===== src/rtl/forwarding_scoreboard.sv =====
`default_nettype none
// ============================================================================
// Module      : forwarding_scoreboard
// Description : Shadow of in-flight register writes; per-operand forward
//               selects and load-use stall for the instruction in decode.
// Revision    : 1.0 - initial release
// ============================================================================
module forwarding_scoreboard #(
    parameter int REG_AW    = 5,
    parameter int NSRC      = 2,
    parameter int FWD_DEPTH = 2,
    parameter int CNT_W     = 16,
    localparam int SELW     = $clog2(FWD_DEPTH + 1)
) (
    input  logic                   CLK,
    input  logic                   RST,
    input  logic                   issue_valid,
    input  logic                   issue_wen,
    input  logic [REG_AW-1:0]      issue_wsel,
    input  logic [SELW-1:0]        issue_rdy_stg,
    input  logic [NSRC*REG_AW-1:0] src_rsel,
    input  logic [NSRC-1:0]        src_used,
    input  logic                   hold,
    input  logic [FWD_DEPTH:0]     flush_mask,
    output logic [NSRC*SELW-1:0]   fwd_sel,
    output logic                   stall,
    output logic [CNT_W-1:0]       stall_cnt
);

    localparam logic [SELW-1:0] c_max_stg = SELW'(FWD_DEPTH);
    localparam logic [SELW-1:0] c_min_stg = SELW'(1);

    logic [FWD_DEPTH:1] r_v;
    logic [REG_AW-1:0]  r_wsel [1:FWD_DEPTH];
    logic [SELW-1:0]    r_rdy  [1:FWD_DEPTH];
    logic [CNT_W-1:0]   r_stall_cnt;

    logic [NSRC-1:0]    w_op_stall;
    logic [SELW-1:0]    w_rdy_norm;
    logic               w_accept;

    always_comb begin
        w_rdy_norm = issue_rdy_stg;
        if (issue_rdy_stg == '0)
            w_rdy_norm = c_min_stg;
        else if (issue_rdy_stg > c_max_stg)
            w_rdy_norm = c_max_stg;
    end

    for (genvar i = 0; i < NSRC; i++) begin : g_op
        logic [REG_AW-1:0] w_src;
        logic              w_live;
        logic              w_hit;
        logic              w_late;
        logic [SELW-1:0]   w_stg;

        assign w_src  = src_rsel[i*REG_AW +: REG_AW];
        assign w_live = src_used[i] && (w_src != '0);

        // Scan oldest to youngest so the youngest match is the one kept.
        always_comb begin
            w_hit  = 1'b0;
            w_late = 1'b0;
            w_stg  = '0;
            for (int k = FWD_DEPTH; k >= 1; k--) begin
                if (r_v[k] && (r_wsel[k] == w_src)) begin
                    w_hit  = 1'b1;
                    w_stg  = SELW'(k);
                    w_late = (r_rdy[k] > SELW'(k));
                end
            end
        end

        assign w_op_stall[i]             = w_live & w_hit & w_late;
        assign fwd_sel[i*SELW +: SELW]   = (w_live & w_hit & ~w_late) ? w_stg : '0;
    end

    assign stall     = issue_valid & (|w_op_stall);
    assign w_accept  = issue_valid & ~stall & ~hold & ~flush_mask[0];
    assign stall_cnt = r_stall_cnt;

    // Flush clears validity in place even while the pipeline is held.
    always_ff @(posedge CLK or posedge RST) begin
        if (RST) begin
            r_v <= '0;
        end else if (!hold) begin
            r_v[1] <= w_accept & issue_wen & (issue_wsel != '0);
            for (int k = 1; k < FWD_DEPTH; k++)
                r_v[k+1] <= r_v[k] & ~flush_mask[k];
        end else begin
            for (int k = 1; k <= FWD_DEPTH; k++)
                r_v[k] <= r_v[k] & ~flush_mask[k];
        end
    end

    always_ff @(posedge CLK) begin
        if (!hold) begin
            r_wsel[1] <= issue_wsel;
            r_rdy[1]  <= w_rdy_norm;
            for (int k = 1; k < FWD_DEPTH; k++) begin
                r_wsel[k+1] <= r_wsel[k];
                r_rdy[k+1]  <= r_rdy[k];
            end
        end
    end

    always_ff @(posedge CLK or posedge RST) begin
        if (RST)
            r_stall_cnt <= '0;
        else if (stall && !hold && (r_stall_cnt != '1))
            r_stall_cnt <= r_stall_cnt + 1'b1;
    end

endmodule
`default_nettype wire


===== config.mk =====
export PLATFORM = sky130hd
export DESIGN_NAME = forwarding_scoreboard
export DESIGN_NICKNAME = d
export VERILOG_FILES = /design/src/rtl/forwarding_scoreboard.sv
export SDC_FILE = /design/constraint.sdc
export NUM_CORES = 1
export LEC_CHECK = 0
export ABC_AREA = 1
export BUFFER_PORTS_ARGS = -buffer_cell sky130_fd_sc_hd__buf_2
export CAP_MARGIN = 20
export CORE_ASPECT_RATIO = 0.75
export CORE_UTILIZATION = 30
export CTS_BUF_LIST = sky130_fd_sc_hd__clkbuf_8
export DETAILED_ROUTE_END_ITERATION = 8
export PLACE_DENSITY_LB_ADDON = 0.3
export SLEW_MARGIN = 20
export SYNTH_ARGS = -nofsm -noshare
export SYNTH_HDL_FRONTEND = slang
export SYNTH_SLANG_ARGS = --single-unit

===== constraint.sdc =====
create_clock -name CLK -period 2.6 [get_ports CLK]
set_clock_uncertainty 0.2 [all_clocks]
set_input_delay 0.13 -clock CLK [delete_from_list [all_inputs] [get_ports CLK]]
set_output_delay 0.13 -clock CLK [all_outputs]
set_load 0.05 [all_outputs]

==> impl_metrics.yaml <==
status:
  status: "completed"
cells_and_area:
  fin_area_mm2: 0.00261
  utilization_pct: 40.7
  nFillCells: 659
  area_growth_pct: 28.9
  diodes: 0
  drive_above_1_share_pct: 23.2
  fin_nets: 376
hold_path:
  hold_depth: 5
  hold_class: "input port to register"
worst_setup_path:
  cp_slowest_cell: "dlygate4sd3_1"
  worstSetupPathType: "register to register"
  crit_family: "buffers and inverters"
  reg2regPathDepth: 11
  worst_ep_arrival_time_ps: 2400
  cp.depth: 11
  cp.required_ps: 2560
  crit_chain: "inv_1 -> nand2_1 -> a21oi_1 -> nand3_1 -> clkinv_1 -> nand2_1 -> nand2_1 -> nand2_1 -> nand2_4 -> o22ai_1 -> dlygate4sd3_1"
  cp_common_cell: "nand2_1"
  cp-start-kind: "register"
  max_stage_delay_ps: 560
  crit_buf_inv: 3
  cp_max_fo: 7
  end_kind: "register"
clocking:
  tritoncts: "yes"
  cts_root_buffer: "clkbuf_8"
  clock_latency_ps: 280
  cts.sinks: 32
  cts_made_buffers: 5
  clockBufferDepth: 2
  cts_max_level: 2
  clk_pin_slew_ps: 70
place:
  dp_slack_ps: 410
  port_buffers: 46
  routabilityCongestion: 0.854
  hpwlAfterDp_um: 3820
  post_dp_cell_area_mm2: 0.00235
power_and_ir_drop:
  p_sw_share_pct: 23.5
  p_int_uw: 879
  ir_drop_mv: 0.217
  clkPwrFrac_pct: 40.3
  pwr-share-comb_pct: 10.6
  finalPower_mw: 1.15
  seq_power_share_pct: 49.1
  power.density_mw_per_mm2: 440
  p_leak_nw: 1.39
  p_sw_uw: 270
synthesis:
  ys.flop_type: "dfrtp_1"
  synth_edf_count: 14
  synth_most_common_cell: "nand2_1"
  yosys_warnings: 0
  yosys-top-cells-count: "nand2_1, inv_1, nand3_1, nor2_1, dfrtp_1"
  netlist_top_cells_area: "dfrtp_1, edfxtp_1, nand2_1"
  ys_async_sr_fraction_pct: 56.3
  ys_seq_elements: 32
  synth_cell_type_count: 29
  syn_inst: 281
  seq_area_frac_synth_pct: 43.0
  yosysTopAreaCell: "dfrtp_1"
  syn-cell-area_mm2: 0.00203
  synth_top_area_share_pct: 22.2
  synth.avg_cell_area_um2: 7.21
  syn_nets: 309
grt:
  grt_max_degree: 19
  antenna_found_initial: 0
  grt_pass1_vias: 1725
  grt-ovfl-total: 0
  grt_pass1_wl_um: 8360
  track_usage_pct: 14.9
die:
  rows: 25
  dieArea_mm2: 0.00709
  die_w_um: 96.9
  dieHeight_um: 73.2
  start_util_pct: 31.6
  ioPinCount: 48
  fp.coreArea_mm2: 0.00641
timing:
  min_period_over_period_pct: 93.9
  tightest_slew_ps: 713
  fin_crit_ps: 2440
  relSlewSlack_pct: 52.4
  rsz0062_at_grt: "true"
  slew_violations: 0
  fin_ws_ps: 158
  timing.hold.ws_ps: 156
  setup_violations: 0
  fmax_mhz: 410
  hold_viol_final: 0
flow_run:
  drv_cap: 0
routing:
  wl_per_cell_um: 11.8
  wl_um: 5070
  ant_nets: 0
  drt-initial-drc-count: 115
  drc_errors: 0
  viasPerCell: 4.47
  dr.pass1.iters: 4
  vias: 1921
[worst register-to-register path, delay by kind of cell (launching register included)]
family	cells	cell delay [ps]
AND/OR/NAND/NOR	6	630
flip-flops	1	460
AO/OA/AOI/OAI	2	240
buffers and inverters	3	790
[timing repair]
item / CTS / global route
hold buffers: 12 / 0
gates resized for setup: 0 / 3
endpoints found under the hold margin: 27 / 0
buffers inserted: 0 / 4
endpoints found under the setup margin: 0 / 2
[cell type report]
class,instances,area (um2),share of cell area (%)
well taps,81,101,3.88
multi-input cells,207,991,37.9
inverters,38,143,5.46
repair buffers,64,398,15.2
clock buffers,5,68.8,2.64
flip-flops and latches,32,871,33.3
clock inverters,3,38.8,1.49
[routing by layer]
layer	routed length, um	share of wire [%]	up-vias	GRT usage [%]
met5	0	0	-	0
met1	2660	53	861	21.8
li1	-	-	1022	-
met4	40	0.79	0	3.98
met2	2190	43	34	22.2
met3	177	3.5	4	3.16
[placed cells by master (no fill, tap or decap), drive strengths merged]
| cell | synthesis | final |
|---|---|---|
| nand3 | 29 | 29 |
| nor4 | 2 | 2 |
| nor2 | 26 | 26 |
| nand4 | 6 | 6 |
| clkinv | 1 | 2 |
| a21boi | 1 | 1 |
| ha | 1 | 1 |
| bufinv | 0 | 1 |
| nor3 | 6 | 6 |
| a21oi | 4 | 4 |
| dlygate4sd3 | 0 | 12 |
| nand2 | 113 | 113 |
| nor3b | 1 | 1 |
| clkbuf | 1 | 5 |
| inv | 37 | 38 |
| o21ai | 2 | 2 |
| o22ai | 2 | 2 |
| xnor2 | 6 | 6 |
| xor2 | 8 | 8 |
| buf | 3 | 52 |
| edfxtp | 14 | 14 |
| dfrtp | 18 | 18 |
[power by group through the flow]
stage                     Clock (mW)  Combinational, mW  Sequential, mW
after floorplan                    0             0.0671           0.568
after global placement             0              0.109           0.573
after detailed placement           0              0.111           0.574
after CTS                      0.480              0.123           0.564
after global routing           0.502              0.139           0.566
final                          0.463              0.122           0.565
[sequential cells by signal (all words and copies together) (netlist names)]
| signal | count |
|---|---|
| r_rdy | 4 |
| r_v | 2 |
| r_wsel | 10 |
| stall_cnt | 16 |
[cells by family after synthesis]
family | synth area share [%]
and+or+nand+nor | 39.1
DFF | 43.0
xor gates and xnor gates | 6.05
AOI/OAI and AO/OA | 2.84
buffers and inverters | 8.40
adders and majority gates | 0.618
[per-stage QoR]
| step | cells | TNS, ps |
|---|---|---|
| floorplan | 281 | 0 |
| global placement | 406 | 0 |
| detailed placement | 406 | 0 |
| CTS | 426 | 0 |
| global route | 430 | -12.5 |
| finish | 430 | 0 |
[final timing paths]
check | to | from | slack [ps]
max | r_v[1]$_DFF_PP0_ | r_wsel[1][4]$_DFFE_PN_ | 160
min in group asynchronous | stall_cnt[7]$_DFFE_PP0P_ | RST | 310
max reg2reg | r_v[1]$_DFF_PP0_ | r_wsel[1][4]$_DFFE_PN_ | 160
max in group asynchronous | stall_cnt[3]$_DFFE_PP0P_ | RST | 1440
min | stall_cnt[7]$_DFFE_PP0P_ | issue_valid | 160
min reg2reg | r_rdy[2][0]$_DFFE_PN_ | r_rdy[1][0]$_SDFFCE_PN1N_ | 220
Note: power is estimated with default switching activity, not from simulation.
